**config.mk**
```make
export PLATFORM = sky130hd
export DESIGN_NAME = vga_capture
export DESIGN_NICKNAME = d
export VERILOG_FILES = /design/src/rtl/vga_cap_pkg.sv /design/src/rtl/vga_sync_edge.sv /design/src/rtl/vga_capture.sv
export SDC_FILE = /design/constraint.sdc
export NUM_CORES = 1
export LEC_CHECK = 0
export BUFFER_PORTS_ARGS = -buffer_cell sky130_fd_sc_hd__buf_2
export CORE_MARGIN = 2
export CORE_UTILIZATION = 50
export DETAILED_ROUTE_END_ITERATION = 10
export HOLD_SLACK_MARGIN = 0.05
export PLACE_DENSITY = 0.71
export SLEW_MARGIN = 20
export SYNTH_ARGS = -nofsm -noshare
export SYNTH_HDL_FRONTEND = slang
export SYNTH_HIERARCHICAL = 1
export SYNTH_SLANG_ARGS = --single-unit
export TNS_END_PERCENT = 100
```
**constraint.sdc**
```tcl
create_clock -name clk -period 3.9 [get_ports clk]
set_clock_uncertainty 0.1 [all_clocks]
set_input_delay 0 -clock clk [delete_from_list [all_inputs] [get_ports clk]]
set_output_delay 0 -clock clk [all_outputs]
set_load 0.005 [all_outputs]
```
**src/rtl/vga_cap_pkg.sv**
```systemverilog
// Shared timing constants, derived frame geometry and FSM state type for
// the VGA capture block.
package vga_cap_pkg;

  localparam int DEF_H_ACTIVE = 640;
  localparam int DEF_H_FP     = 16;
  localparam int DEF_H_SYNC   = 96;
  localparam int DEF_H_BP     = 48;
  localparam int DEF_V_ACTIVE = 480;
  localparam int DEF_V_FP     = 10;
  localparam int DEF_V_SYNC   = 2;
  localparam int DEF_V_BP     = 33;

  localparam int DEF_H_TOTAL  = DEF_H_ACTIVE + DEF_H_FP + DEF_H_SYNC + DEF_H_BP;
  localparam int DEF_V_TOTAL  = DEF_V_ACTIVE + DEF_V_FP + DEF_V_SYNC + DEF_V_BP;
  localparam int DEF_H_VIS_LO = DEF_H_SYNC + DEF_H_BP;
  localparam int DEF_H_VIS_HI = DEF_H_SYNC + DEF_H_BP + DEF_H_ACTIVE - 1;
  localparam int DEF_V_VIS_LO = DEF_V_SYNC + DEF_V_BP;
  localparam int DEF_V_VIS_HI = DEF_V_SYNC + DEF_V_BP + DEF_V_ACTIVE - 1;

  typedef enum logic {
    HUNT,
    LOCKED
  } cap_state_t;

  // Position counters stick at all-ones so a missing sync can never alias
  // back into a valid count.
  function automatic logic [9:0] sat_inc10(input logic [9:0] v);
    return (v == 10'h3FF) ? v : v + 10'd1;
  endfunction

endpackage

```
**src/rtl/vga_sync_edge.sv**
```systemverilog
// Samples one active-low sync line at pixel rate and reports its falling
// edge on the same pixel-enable cycle that sees the low level.
module vga_sync_edge (
  input  logic clk,
  input  logic reset,
  input  logic pix_en,
  input  logic sync_in,
  output logic fall
);

  logic sync_q;
  logic sync_d;

  always_comb begin
    sync_d = sync_q;
    if (pix_en) sync_d = sync_in;
  end

  always_ff @(posedge clk or posedge reset) begin
    if (reset) sync_q <= 1'b1;
    else       sync_q <= sync_d;
  end

  assign fall = pix_en & sync_q & ~sync_in;

endmodule

```
**src/rtl/vga_capture.sv**
```systemverilog
// VGA sink: recovers pixel coordinates from hsync/vsync, strobes each
// visible pixel, counts good frames and flags line/frame geometry errors.
module vga_capture
  import vga_cap_pkg::*;
#(
  parameter int H_ACTIVE = DEF_H_ACTIVE,
  parameter int H_FP     = DEF_H_FP,
  parameter int H_SYNC   = DEF_H_SYNC,
  parameter int H_BP     = DEF_H_BP,
  parameter int V_ACTIVE = DEF_V_ACTIVE,
  parameter int V_FP     = DEF_V_FP,
  parameter int V_SYNC   = DEF_V_SYNC,
  parameter int V_BP     = DEF_V_BP
) (
  input  logic        clk,
  input  logic        reset,
  input  logic        pix_en,
  input  logic        hsync,
  input  logic        vsync,
  input  logic [2:0]  rgb,
  output logic        pix_valid,
  output logic [9:0]  pix_x,
  output logic [8:0]  pix_y,
  output logic [2:0]  pix_rgb,
  output logic        frame_done,
  output logic [15:0] frame_cnt,
  output logic        sync_err
);

  localparam int H_TOTAL = H_ACTIVE + H_FP + H_SYNC + H_BP;
  localparam int V_TOTAL = V_ACTIVE + V_FP + V_SYNC + V_BP;
  localparam logic [9:0] H_LAST   = 10'(H_TOTAL - 1);
  localparam logic [9:0] V_LAST   = 10'(V_TOTAL - 1);
  localparam logic [9:0] H_VIS_LO = 10'(H_SYNC + H_BP);
  localparam logic [9:0] H_VIS_HI = 10'(H_SYNC + H_BP + H_ACTIVE - 1);
  localparam logic [9:0] V_VIS_LO = 10'(V_SYNC + V_BP);
  localparam logic [9:0] V_VIS_HI = 10'(V_SYNC + V_BP + V_ACTIVE - 1);

  logic hs_fall;
  logic vs_fall;

  vga_sync_edge u_hs_edge (
    .clk     (clk),
    .reset   (reset),
    .pix_en  (pix_en),
    .sync_in (hsync),
    .fall    (hs_fall)
  );

  vga_sync_edge u_vs_edge (
    .clk     (clk),
    .reset   (reset),
    .pix_en  (pix_en),
    .sync_in (vsync),
    .fall    (vs_fall)
  );

  cap_state_t  state_q, state_d;
  logic [9:0]  hcnt_q, hcnt_d, vcnt_q, vcnt_d;
  logic [9:0]  hcnt_cur, vcnt_cur;
  logic [15:0] frame_cnt_q, frame_cnt_d;
  logic        pix_valid_q, pix_valid_d;
  logic        frame_done_q, frame_done_d;
  logic        sync_err_q, sync_err_d;
  logic [9:0]  pix_x_q, pix_x_d;
  logic [8:0]  pix_y_q, pix_y_d;
  logic [2:0]  pix_rgb_q, pix_rgb_d;
  logic        in_window;
  logic        geom_err;
  logic        frame_ok;

  // Position of the pixel being sampled now; a vsync fall wins over an
  // hsync fall, and locking always starts from the origin.
  always_comb begin
    hcnt_cur = hs_fall ? 10'd0 : sat_inc10(hcnt_q);
    vcnt_cur = vcnt_q;
    if (vs_fall) begin
      vcnt_cur = 10'd0;
      if (state_q == HUNT) hcnt_cur = 10'd0;
    end else if (hs_fall) begin
      vcnt_cur = sat_inc10(vcnt_q);
    end
    in_window = (hcnt_cur >= H_VIS_LO) && (hcnt_cur <= H_VIS_HI) &&
                (vcnt_cur >= V_VIS_LO) && (vcnt_cur <= V_VIS_HI);
  end

  always_comb begin
    state_d      = state_q;
    hcnt_d       = hcnt_q;
    vcnt_d       = vcnt_q;
    frame_cnt_d  = frame_cnt_q;
    pix_valid_d  = 1'b0;
    frame_done_d = 1'b0;
    sync_err_d   = 1'b0;
    pix_x_d      = pix_x_q;
    pix_y_d      = pix_y_q;
    pix_rgb_d    = pix_rgb_q;
    geom_err     = 1'b0;
    frame_ok     = 1'b0;

    if (pix_en) begin
      hcnt_d = hcnt_cur;
      vcnt_d = vcnt_cur;
      if (state_q == HUNT) begin
        if (vs_fall) state_d = LOCKED;
      end else begin
        if (vs_fall) begin
          if (vcnt_q == V_LAST) frame_ok = 1'b1;
          else                  geom_err = 1'b1;
        end else if (hs_fall && (hcnt_q != H_LAST)) begin
          geom_err = 1'b1;
        end

        if (geom_err) begin
          state_d    = HUNT;
          sync_err_d = 1'b1;
        end else if (in_window) begin
          pix_valid_d = 1'b1;
          pix_x_d     = hcnt_cur - H_VIS_LO;
          pix_y_d     = 9'(vcnt_cur - V_VIS_LO);
          pix_rgb_d   = rgb;
        end

        if (frame_ok) begin
          frame_done_d = 1'b1;
          frame_cnt_d  = frame_cnt_q + 16'd1;
        end
      end
    end
  end

  always_ff @(posedge clk or posedge reset) begin
    if (reset) begin
      state_q      <= HUNT;
      hcnt_q       <= '0;
      vcnt_q       <= '0;
      frame_cnt_q  <= '0;
      pix_valid_q  <= 1'b0;
      frame_done_q <= 1'b0;
      sync_err_q   <= 1'b0;
      pix_x_q      <= '0;
      pix_y_q      <= '0;
      pix_rgb_q    <= '0;
    end else begin
      state_q      <= state_d;
      hcnt_q       <= hcnt_d;
      vcnt_q       <= vcnt_d;
      frame_cnt_q  <= frame_cnt_d;
      pix_valid_q  <= pix_valid_d;
      frame_done_q <= frame_done_d;
      sync_err_q   <= sync_err_d;
      pix_x_q      <= pix_x_d;
      pix_y_q      <= pix_y_d;
      pix_rgb_q    <= pix_rgb_d;
    end
  end

  assign pix_valid  = pix_valid_q;
  assign pix_x      = pix_x_q;
  assign pix_y      = pix_y_q;
  assign pix_rgb    = pix_rgb_q;
  assign frame_done = frame_done_q;
  assign frame_cnt  = frame_cnt_q;
  assign sync_err   = sync_err_q;

endmodule

```
==> impl_metrics.csv <==
group,metric,value,unit
cts,ctsHtreeMaxLevel,3,
synthesis,yosys_warnings,6,
run,max_cap_viol_count,0,
setup_path,worst_setup_path_end_kind,"register",
synthesis,synth_async_sr_flop_share,100.0,%
synthesis,ys.flop_type,"dfrtp_1",
setup_path,reg2regPathDepth,9,
die,initial_core_util,50.68,%
power_and_ir_drop,ir_drop,184.6,uV
global_routing,grt_pass1_vias,2552,
cells_and_area,diodes,0,
global_routing,grt_overflow_total,0,
cts,clock_latency,0.34,ns
power_and_ir_drop,seqPwrFrac,45.9,%
synthesis,netlist.area_leader.share,42.89,%
timing,slew-limit-headroom,48.03,%
setup_path,crit_arrival,3.73,ns
placement,pre_cts_slack,0.2947,ns
route,drtIter0Drc,108,
die,io_pins,49,
cts,cts_resized,0,
timing,grt_setup_unrepaired,"false",
cts,cts_max_path_buffers,2,
power_and_ir_drop,p_int,1.313,mW
cts,clock-sinks,64,
timing,slew_violations,0,
die,core_area,7137,sq um
timing,setup_violations,0,
setup_path,cp_max_fo,23,
route,drt_wl_total,7.551,mm
timing,final.period_utilization,92.48,%
timing,final_hold_viol_count,0,
timing,tightest_slew,0.7795,ns
die,die_height,89.06,um
synthesis,syn_avg_cell_area,10.70,sq um
power_and_ir_drop,switchingPower,0.5964,mW
placement,portBuffers,48,
power_and_ir_drop,power,1.910,mW
cells_and_area,layout-drive-gt1-share,28.97,%
route,drtAntennaViolNets,0,
worst_hold_path,worstHoldPathType,"input pin to asynchronous set/reset pin",
setup_path,r2r_slack,0.29,ns
global_routing,gr-usage-all-layers,20.41,%
timing,period_minus_slack,3.607,ns
die,die_area,7931,sq um
power_and_ir_drop,clkPwrFrac,29.3,%
global_routing,antenna_found_initial,0,
setup_path,r2r_start,"u_hs_edge/sync_q",
setup_path,rr_endpoint,"pix_rgb[1]",
placement,place_congestion,0.8698,
setup_path,critPathKind,"register to register",
die,num_rows,31,
global_routing,grt_pass1_wl,12.40,mm
placement,dp_hpwl,5.349,mm
power_and_ir_drop,power_density,456.2,nW/um^2
power_and_ir_drop,comb_power_share,24.8,%
global_routing,grt_max_degree,63,
power_and_ir_drop,leakagePower,2.105,nW
die,die_x,89.06,um
cells_and_area,nets,408,
route,drt-vias-per-instance,5.593,
setup_path,timing.critical_path.required,4.03,ns
setup_path,critPathLaunchType,"register",
timing,finalSetupTns,0,ns
synthesis,synth_edf_count,0,
synthesis,yosysSeqAreaShare,44.34,%
route,wl_per_cell,15.22,um
route,vias,2774,
synthesis,syn_inst,338,
power_and_ir_drop,swShare,31.23,%
cts,cts_made_buffers,9,
synthesis,syn_nets,354,
synthesis,yosysTopAreaCell,"dfrtp_1",
cts,clkTransAtPathRegs,0.07,ns
timing,max_freq,277.3,MHz
cts,cts_tree,"yes",
cts,root_buffer,"clkbuf_8",
synthesis,synth_area_leaders,"dfrtp_1, mux2_4, xnor2_1",
route,drc_errors,0,
status,status,"complete, no violations",
synthesis,synth_seq_cells,64,
cells_and_area,syn2layout_area_growth,15.74,%
route,first_pass_iters,5,
synthesis,syn_area,3617,sq um
timing,layout_setup_ws,0.2934,ns
synthesis,synth.distinct_cells,53,
==> per-stage QoR <==
stage	area, sq um	hold slack, ns	cells	util (%)
after floorplan	3617	-0.2103	338	-
after global placement	3939	-0.07310	474	55.19
after detailed placement	3939	-0.06826	474	55.19
after CTS	4187	0.1030	496	58.66
after global routing	4187	0.1363	496	58.66
final	4187	0.1157	496	58.66
==> cells in the final DEF (no fill, tap or decap), types with 4 or more instances in the layout <==
cell / count
dfrtp_1: 62
buf_2: 48
mux2_4: 20
xnor2_1: 20
nand2_1: 19
inv_1: 18
nor2_1: 18
mux2_2: 15
nand3_1: 13
a21oi_1: 13
nand4_1: 9
o21ai_0: 9
xor2_1: 9
clkbuf_8: 9
ha_1: 8
mux2i_1: 7
buf_4: 7
and4_1: 6
and3_1: 6
or3_1: 6
dlygate4sd3_1: 6
and2_1: 5
nor3_1: 5
o211ai_1: 5
o311ai_0: 4
a31oi_1: 4
==> Yosys cell counts, types with 3 or more instances <==
| cell type | n |
|---|---|
| inv_1 | 19 |
| mux2_2 | 15 |
| buf_2 | 4 |
| o31ai_1 | 3 |
| o311ai_0 | 4 |
| mux2_4 | 20 |
| a31oi_1 | 4 |
| dfrtp_1 | 62 |
| nor3_1 | 5 |
| o211ai_1 | 5 |
| mux2i_1 | 7 |
| xor2_1 | 9 |
| o21ai_0 | 9 |
| or3_1 | 6 |
| and2_1 | 5 |
| and4_1 | 6 |
| ha_1 | 8 |
| nand2_1 | 19 |
| and3_1 | 6 |
| xnor2_1 | 20 |
| nand3_1 | 13 |
| a21oi_1 | 13 |
| clkbuf_1 | 8 |
| nor2_1 | 18 |
| nand4_1 | 9 |
==> registers in the layout, indices dropped and copies added (netlist names) <==
name	cells
u_vs_edge/sync_q	1
pix_rgb	3
hcnt_q	10
pix_y	9
frame_done	1
u_hs_edge/sync_q	1
pix_valid	1
sync_err	1
vcnt_q	10
frame_cnt	16
pix_x	10
state_q	1
==> power by group through the flow <==
stage                     clock [mW]  combinational [mW]  sequential, mW
after global routing           0.605               0.527           0.893
after floorplan                    0               0.335           0.858
after detailed placement           0               0.469           0.883
after CTS                      0.572               0.476           0.876
final                          0.560               0.473           0.876
after global placement             0               0.455           0.884
==> worst max path at each step <==
stage / startpoint / end / slack [ns] / depth (start not counted)
6_report: u_hs_edge/sync_q / pix_rgb[1] / 0.29 / 9
2_1_floorplan: u_hs_edge/sync_q / pix_x[0] / 0.44 / 10
5_1_grt: hcnt_q[1] / pix_x[7] / 0.09 / 13
3_3_place_gp: u_hs_edge/sync_q / pix_x[1] / 0.37 / 9
4_1_cts: u_hs_edge/sync_q / pix_rgb[1] / 0.29 / 9
3_5_place_dp: u_hs_edge/sync_q / pix_rgb[1] / 0.29 / 9
==> final cells by class <==
class,count,area [sq um]
Clock buffer,10,127.6
Clock inverter,6,60.06
Fill cell,624,2950
Inverter,19,71.32
Multi-Input combinational cell,237,1847
Sequential cell,64,1604
Tap cell,99,123.9
Timing Repair Buffer,61,352.8
==> per-layer routing <==
metal | up-vias | routed length, um | GRT usage, % | part of all wire, %
met3 | 10 | 399 | 4.340 | 5.3
met5 | - | 0 | 0 | 0
met1 | 1333 | 3462 | 28.05 | 46
met4 | 0 | 113 | 7.056 | 1.5
li1 | 1338 | - | - | -
met2 | 93 | 3575 | 32.16 | 47
==> logic make-up (layout without fill, tap and decap cells) <==
logic type	Yosys count	in the layout	share of synthesized area, %
buf+inv	37	96	4.600
simple gates	100	100	15.18
mux	42	42	14.91
xor+xnor	29	29	7.022
flops	64	64	44.34
compound gates	58	58	11.17
fa+ha+maj	8	8	2.767
==> what timing repair did <==
item | CTS | global route
hold endpoints to repair | 69 | 0
hold buffers | 6 | 0
setup buffers | 0 | 0
==> critical path: stages, from the launching register on <==
cell and delay [ns]:
dfstp_2 0.53, and3b_2 0.27, nand4_1 0.17, a311oi_1 0.33, mux2_4 0.35, or3_1 0.38
or4_1 0.47, a211o_1 0.30, buf_4 0.25, mux2_4 0.33
Power figures use the tool's default switching activity.
